File: config.mk
export PLATFORM = sky130hd
export DESIGN_NAME = seq_div16_16
export DESIGN_NICKNAME = d
export VERILOG_FILES = /design/src/rtl/div_pkg.sv /design/src/rtl/div_sub_step.sv /design/src/rtl/seq_div16_16.sv
export SDC_FILE = /design/constraint.sdc
export NUM_CORES = 1
export LEC_CHECK = 0
export ABC_AREA = 1
export CAP_MARGIN = 5
export CORE_UTILIZATION = 35
export DETAILED_ROUTE_END_ITERATION = 16
export PLACE_DENSITY = 0.63
export SETUP_SLACK_MARGIN = 0.2
export SLEW_MARGIN = 20
export SYNTH_ARGS = -nofsm -noshare
export SYNTH_HDL_FRONTEND = slang
export SYNTH_SLANG_ARGS = --single-unit
File: constraint.sdc
create_clock -name sys_clk -period 2.1 [get_ports sys_clk]
set_input_delay 0.63 -clock sys_clk [delete_from_list [all_inputs] [get_ports sys_clk]]
set_output_delay 0.63 -clock sys_clk [all_outputs]
set_load 0.02 [all_outputs]
File: src/rtl/div_pkg.sv
// Shared definitions for the sequential divider: default width, FSM state
// encoding and the fill bit used to build the divide-by-zero quotient.
package div_pkg;

  localparam int DEF_DATA_W = 16;

  typedef enum logic [1:0] {
    IDLE = 2'd0,
    CALC = 2'd1,
    DONE = 2'd2
  } state_t;

  // A zero divisor yields an all-ones quotient; replicate this bit to DATA_W.
  localparam logic DIV_ZERO_BIT = 1'b1;

endpackage

File: src/rtl/div_sub_step.sv
// One restoring division step: shift the next dividend bit into the partial
// remainder, trial-subtract the divisor and keep the difference if it fits.
module div_sub_step #(
  parameter int DATA_W = 16
) (
  input  logic [DATA_W-1:0] rem_in,
  input  logic              bit_in,
  input  logic [DATA_W-1:0] divisor,
  output logic [DATA_W-1:0] rem_out,
  output logic              q_bit
);

  logic [DATA_W:0] diff;

  // Borrow out of the (DATA_W+1)-bit trial subtraction means "does not fit".
  always_comb begin
    diff    = {rem_in, bit_in} - {1'b0, divisor};
    q_bit   = ~diff[DATA_W];
    rem_out = q_bit ? diff[DATA_W-1:0] : {rem_in[DATA_W-2:0], bit_in};
  end

endmodule

File: src/rtl/seq_div16_16.sv
// Iterative restoring divider, one quotient bit per clock, MSB first.
// Optional signed (truncate-toward-zero) mode is enabled by defining
// SEQ_DIV_SIGNED_EN; without it in_signed has no effect and ovf stays 0.
module seq_div16_16
  import div_pkg::*;
#(
  parameter int DATA_W = DEF_DATA_W
) (
  input  logic              sys_clk,
  input  logic              sys_rst,
  input  logic              in_valid,
  output logic              in_ready,
  input  logic [DATA_W-1:0] dividend,
  input  logic [DATA_W-1:0] divisor,
  input  logic              in_signed,
  output logic              out_valid,
  input  logic              out_ready,
  output logic [DATA_W-1:0] quotient,
  output logic [DATA_W-1:0] remainder,
  output logic              div_zero,
  output logic              ovf
);

`ifdef SEQ_DIV_SIGNED_EN
  localparam logic SIGNED_EN = 1'b1;
`else
  localparam logic SIGNED_EN = 1'b0;
`endif

  localparam int                CNT_W     = $clog2(DATA_W) + 1;
  localparam logic [CNT_W-1:0]  LAST_STEP = CNT_W'(DATA_W - 1);
  localparam logic [DATA_W-1:0] MOST_NEG  = {1'b1, {(DATA_W-1){1'b0}}};

  state_t            state_reg;
  logic [CNT_W-1:0]  cnt_reg;
  logic [DATA_W-1:0] acc_reg;       // partial remainder
  logic [DATA_W-1:0] quo_reg;       // dividend bits shifting out, quotient bits in
  logic [DATA_W-1:0] dvs_reg;       // divisor magnitude
  logic [DATA_W-1:0] dvd_orig_reg;  // raw dividend, returned on divide-by-zero
  logic              neg_q_reg;
  logic              neg_r_reg;
  logic              zero_reg;
  logic              ovf_pend_reg;

  logic              signed_req;
  logic              dvd_neg;
  logic              dvs_neg;
  logic [DATA_W-1:0] dvd_mag;
  logic [DATA_W-1:0] dvs_mag;
  logic              ovf_in;
  logic [DATA_W-1:0] rem_step;
  logic              q_bit;
  logic [DATA_W-1:0] final_q;

  // Operand conditioning at acceptance: magnitudes, result signs, overflow.
  always_comb begin
    signed_req = in_signed & SIGNED_EN;
    dvd_neg    = signed_req & dividend[DATA_W-1];
    dvs_neg    = signed_req & divisor[DATA_W-1];
    dvd_mag    = dvd_neg ? (~dividend + 1'b1) : dividend;
    dvs_mag    = dvs_neg ? (~divisor + 1'b1) : divisor;
    ovf_in     = signed_req && (dividend == MOST_NEG) && (divisor == '1);
    final_q    = {quo_reg[DATA_W-2:0], q_bit};
  end

  div_sub_step #(.DATA_W(DATA_W)) u_step (
    .rem_in  (acc_reg),
    .bit_in  (quo_reg[DATA_W-1]),
    .divisor (dvs_reg),
    .rem_out (rem_step),
    .q_bit   (q_bit)
  );

  // Control FSM with registered handshake and result outputs.
  always_ff @(posedge sys_clk) begin
    if (sys_rst) begin
      state_reg    <= IDLE;
      cnt_reg      <= '0;
      acc_reg      <= '0;
      quo_reg      <= '0;
      dvs_reg      <= '0;
      dvd_orig_reg <= '0;
      neg_q_reg    <= 1'b0;
      neg_r_reg    <= 1'b0;
      zero_reg     <= 1'b0;
      ovf_pend_reg <= 1'b0;
      in_ready     <= 1'b1;
      out_valid    <= 1'b0;
      quotient     <= '0;
      remainder    <= '0;
      div_zero     <= 1'b0;
      ovf          <= 1'b0;
    end else begin
      case (state_reg)
        IDLE: begin
          if (in_valid) begin
            acc_reg      <= '0;
            quo_reg      <= dvd_mag;
            dvs_reg      <= dvs_mag;
            dvd_orig_reg <= dividend;
            neg_q_reg    <= dvd_neg ^ dvs_neg;
            neg_r_reg    <= dvd_neg;
            zero_reg     <= (divisor == '0);
            ovf_pend_reg <= ovf_in;
            cnt_reg      <= '0;
            in_ready     <= 1'b0;
            state_reg    <= CALC;
          end
        end
        CALC: begin
          if (zero_reg) begin
            // Zero divisor: no iteration, result is ready on the first CALC edge.
            quotient  <= {DATA_W{DIV_ZERO_BIT}};
            remainder <= dvd_orig_reg;
            div_zero  <= 1'b1;
            ovf       <= 1'b0;
            out_valid <= 1'b1;
            state_reg <= DONE;
          end else begin
            acc_reg <= rem_step;
            quo_reg <= final_q;
            cnt_reg <= cnt_reg + 1'b1;
            if (cnt_reg == LAST_STEP) begin
              quotient  <= neg_q_reg ? (~final_q + 1'b1) : final_q;
              remainder <= neg_r_reg ? (~rem_step + 1'b1) : rem_step;
              div_zero  <= 1'b0;
              ovf       <= ovf_pend_reg;
              out_valid <= 1'b1;
              state_reg <= DONE;
            end
          end
        end
        DONE: begin
          if (out_ready) begin
            out_valid <= 1'b0;
            in_ready  <= 1'b1;
            state_reg <= IDLE;
          end
        end
        default: begin
          state_reg <= IDLE;
          in_ready  <= 1'b1;
          out_valid <= 1'b0;
        end
      endcase
    end
  end

endmodule
==> summary.txt <==
WS Path Type - reg -> reg
Initial DRC Count - 320
num rows - 45
Root Buffer - clkbuf_16
slowest CP cell - fa_2
FF-to-FF path depth - 17
sequential fraction of the synthesis area - 0.390
Final Core Density - 0.495
crit path DAT - 2.45 ns
CTS tree - yes
CP Data Required Time - 2.39 ns
1st-pass router iterations - 4
crit-path max FO - 7
Core Area - 15,300 µm²
share of cells above drive strength 1 - 0.210
Fin Hold WS - 0.456 ns
Slew @ Worst Pin - 0.704 ns
Synth Instances - 801
Setup crit start - quo_reg[15]
Fin. Hold Viols - 0
initial antenna violation count - 0
largest net degree at the start of global routing - 56
Netlist cell types - 39
fin crit period - 2.17 ns
Final Skew - 0.00743 ns
Initial Util - 0.360
fin nets - 959
Syn Nets - 857
count of final setup violators - 21
max-slew violations - 0
multiplexer share of the synthesized area - 0
Clock Tree Buf Depth - 2
total power divided by cell area - 775 nW/µm²
Hold Crit Class - reg -> reg
max cap viols - 0
XOR/XNOR share of the synthesized area - 0.0128
Yosys reg bits - 107
simple-gate share of the synthesized area - 0.268
Vias/cell - 4.80
post-synthesis area per instance - 6.85 µm²
Post-CTS Hold Fix Bufs - 0
hold depth - 2
CP top delay family - simple AND/OR/NAND/NOR gates
Max Freq - 461 MHz
overall power - 5.85 mW
Hold Path Origin - dvs_reg[13]
PnR worst setup slack - -0.0683 ns
n_diodes - 0
clk_lat worst skew - 0.36 ns
DRT antenna net count - 0
Via Count - 5,366
Die H - 127 µm
leakage power - 3.43 nW
total global routing track utilization - 0.190
DP Worst Slack - -0.119 ns
placed wire-length estimate - 10,500 µm
clk sinks - 107
DRC - 0
Worst setup SP type - register
port buffer count - 70
Netlist Area Pre-Place - 5490 µm²
DR WL/cell - 13.7 µm
I/O pin count - 73
cell mode on critical path - nand2_4
critical-path cell list - inv_2 -> ha_4 -> inv_2 -> fa_2 -> nand2_2 -> nand2_4 -> nand3_4 -> nand2_4 -> nand2_4 -> nand2_4 -> nand2_8 -> buf_12 -> buf_16 -> nand3_2 -> nand2_1 -> nand2_1 -> a21oi_2
H-tree Lvls - 3
RSZ-0062 raised after global routing - true
RePlAce Congestion - 0.843
Clock Pin Slew Worst Setup and Hold Paths - 0.08 ns
worst slew margin relative to its limit - 0.531
Critical Path End Type - register
Post-Synth Adder-Cell Area - 0.0447
vias in the first global route - 4,961
peak supply drop - 0.422 mV
critical path depth in cells - 17
reg2reg start - quo_reg[15]
post-synthesis compound-gate area fraction - 0.184
DRT Wirelength - 15,400 µm
final cycle utilization of the critical path - 1.03
max incr delay on CP - 0.35 ns
total CTS buffers - 9
Setup TNS - -0.415 ns
first-pass GRT wire length - 24,400 µm
synth warn - 0
die width - 127 µm
failing checks - negative setup slack
DIE AREA - 16,200 µm²
P&R area growth vs syn - 37.5%
number of buffers and inverters on the critical path - 4
status - complete, but fails checks
total gr overflow - 0
largest family of logic cells by synthesized area - simple AND/OR/NAND/NOR gates
==> where the power goes <==
part	leakage [nW]	internal [mW]	switching (mW)
Combinational	2.40	0.744	1.06
Clock	0.153	0.963	0.875
Sequential	0.877	2.14	0.0677
==> cell type report <==
cell class | instances | area [µm²]
clock buffers | 9 | 225
multi-input cells | 560 | 3220
clock inverters | 7 | 93.8
well taps | 211 | 264
repair buffers | 131 | 1240
fillers | 1502 | 7710
inverters | 94 | 355
flip-flops and latches | 107 | 2150
==> worst paths after layout <==
| kind | slack (ns) | end |
|---|---|---|
| max reg2reg | -0.07 | acc_reg[8] |
| max | -0.07 | acc_reg[8] |
| min reg2reg | 0.46 | dvs_reg[13] |
| min | 0.46 | dvs_reg[13] |
==> cell usage in the layout (no fill, tap or decap), types with 3 or more instances in the layout <==
master,count
inv_2,7
buf_4,50
clkbuf_16,10
nand2_1,206
ha_4,5
nor2_1,25
clkdlybuf4s50_1,34
and2_1,3
ha_1,13
a21oi_1,92
dfxtp_1,101
xor2_1,6
o21ai_0,65
inv_1,85
nand3_4,7
a31oi_1,15
nand3_2,21
nor4_1,4
nand2_4,7
nand2_2,34
buf_12,6
nand3_1,19
dlygate4sd2_1,35
dfxtp_2,6
a21oi_2,15
==> worst register-to-register path, delay by kind of cell (launching register included) <==
family | cells | cell delay (ns)
AO/OA/AOI/OAI | 1 | 0.12
adder cells (fa/ha/maj) | 2 | 0.47
buffers and inverters | 4 | 0.35
flip-flops | 1 | 0.33
AND/OR/NAND/NOR | 10 | 0.84
==> timing repair <==
action                                  4_1_cts  5_1_grt
pin swaps                                    16       26
setup buffers                                 5        1
gates cloned                                  1        2
resized for setup                            71       64
endpoints found under the setup margin       69       34
==> Yosys cell counts, drive strengths merged <==
cell type / instances / share of area
clkinv: 1 / 0.00068
nand3: 47 / 0.045
a211o: 1 / 0.0016
and2: 3 / 0.0034
buf: 13 / 0.015
a211oi: 1 / 0.0014
o21ai: 66 / 0.060
nor2: 29 / 0.026
inv: 93 / 0.064
nand3b: 1 / 0.0014
nand2: 248 / 0.18
ha: 18 / 0.041
nor4: 4 / 0.0046
nor3: 3 / 0.0048
o32ai: 1 / 0.0016
fa: 1 / 0.0036
xnor2: 2 / 0.0032
a31oi: 15 / 0.017
a21oi: 108 / 0.10
xor2: 6 / 0.0096
dfxtp: 107 / 0.39
or2: 1 / 0.0011
o22ai: 1 / 0.0011
nand4: 2 / 0.0023
clkbuf: 28 / 0.019
conb: 1 / 0.00068
==> kinds of logic after synthesis <==
kind of cell | after synthesis
DFF | 107
xor gates and xnor gates | 8
and+or+nand+nor | 338
buffers and inverters | 135
adders and majority gates | 19
AOI/OAI and AO/OA | 193
other | 1
==> per-layer routing <==
metal | up-vias | GRT usage | routed length, µm
met3 | 23 | 0.0247 | 589
met2 | 118 | 0.292 | 6790
met1 | 2422 | 0.269 | 7590
li1 | 2803 | - | -
met4 | 0 | 0.0784 | 401
met5 | - | 0 | 0
==> per-stage QoR <==
stage               cell area (µm²)  instances
CTS                            7240       1116
floorplan                      5520        801
finish                         7550       1119
global placement               6730       1094
detailed placement             6730       1094
global route                   7550       1119
No activity file was read; power rests on OpenSTA's default activity.
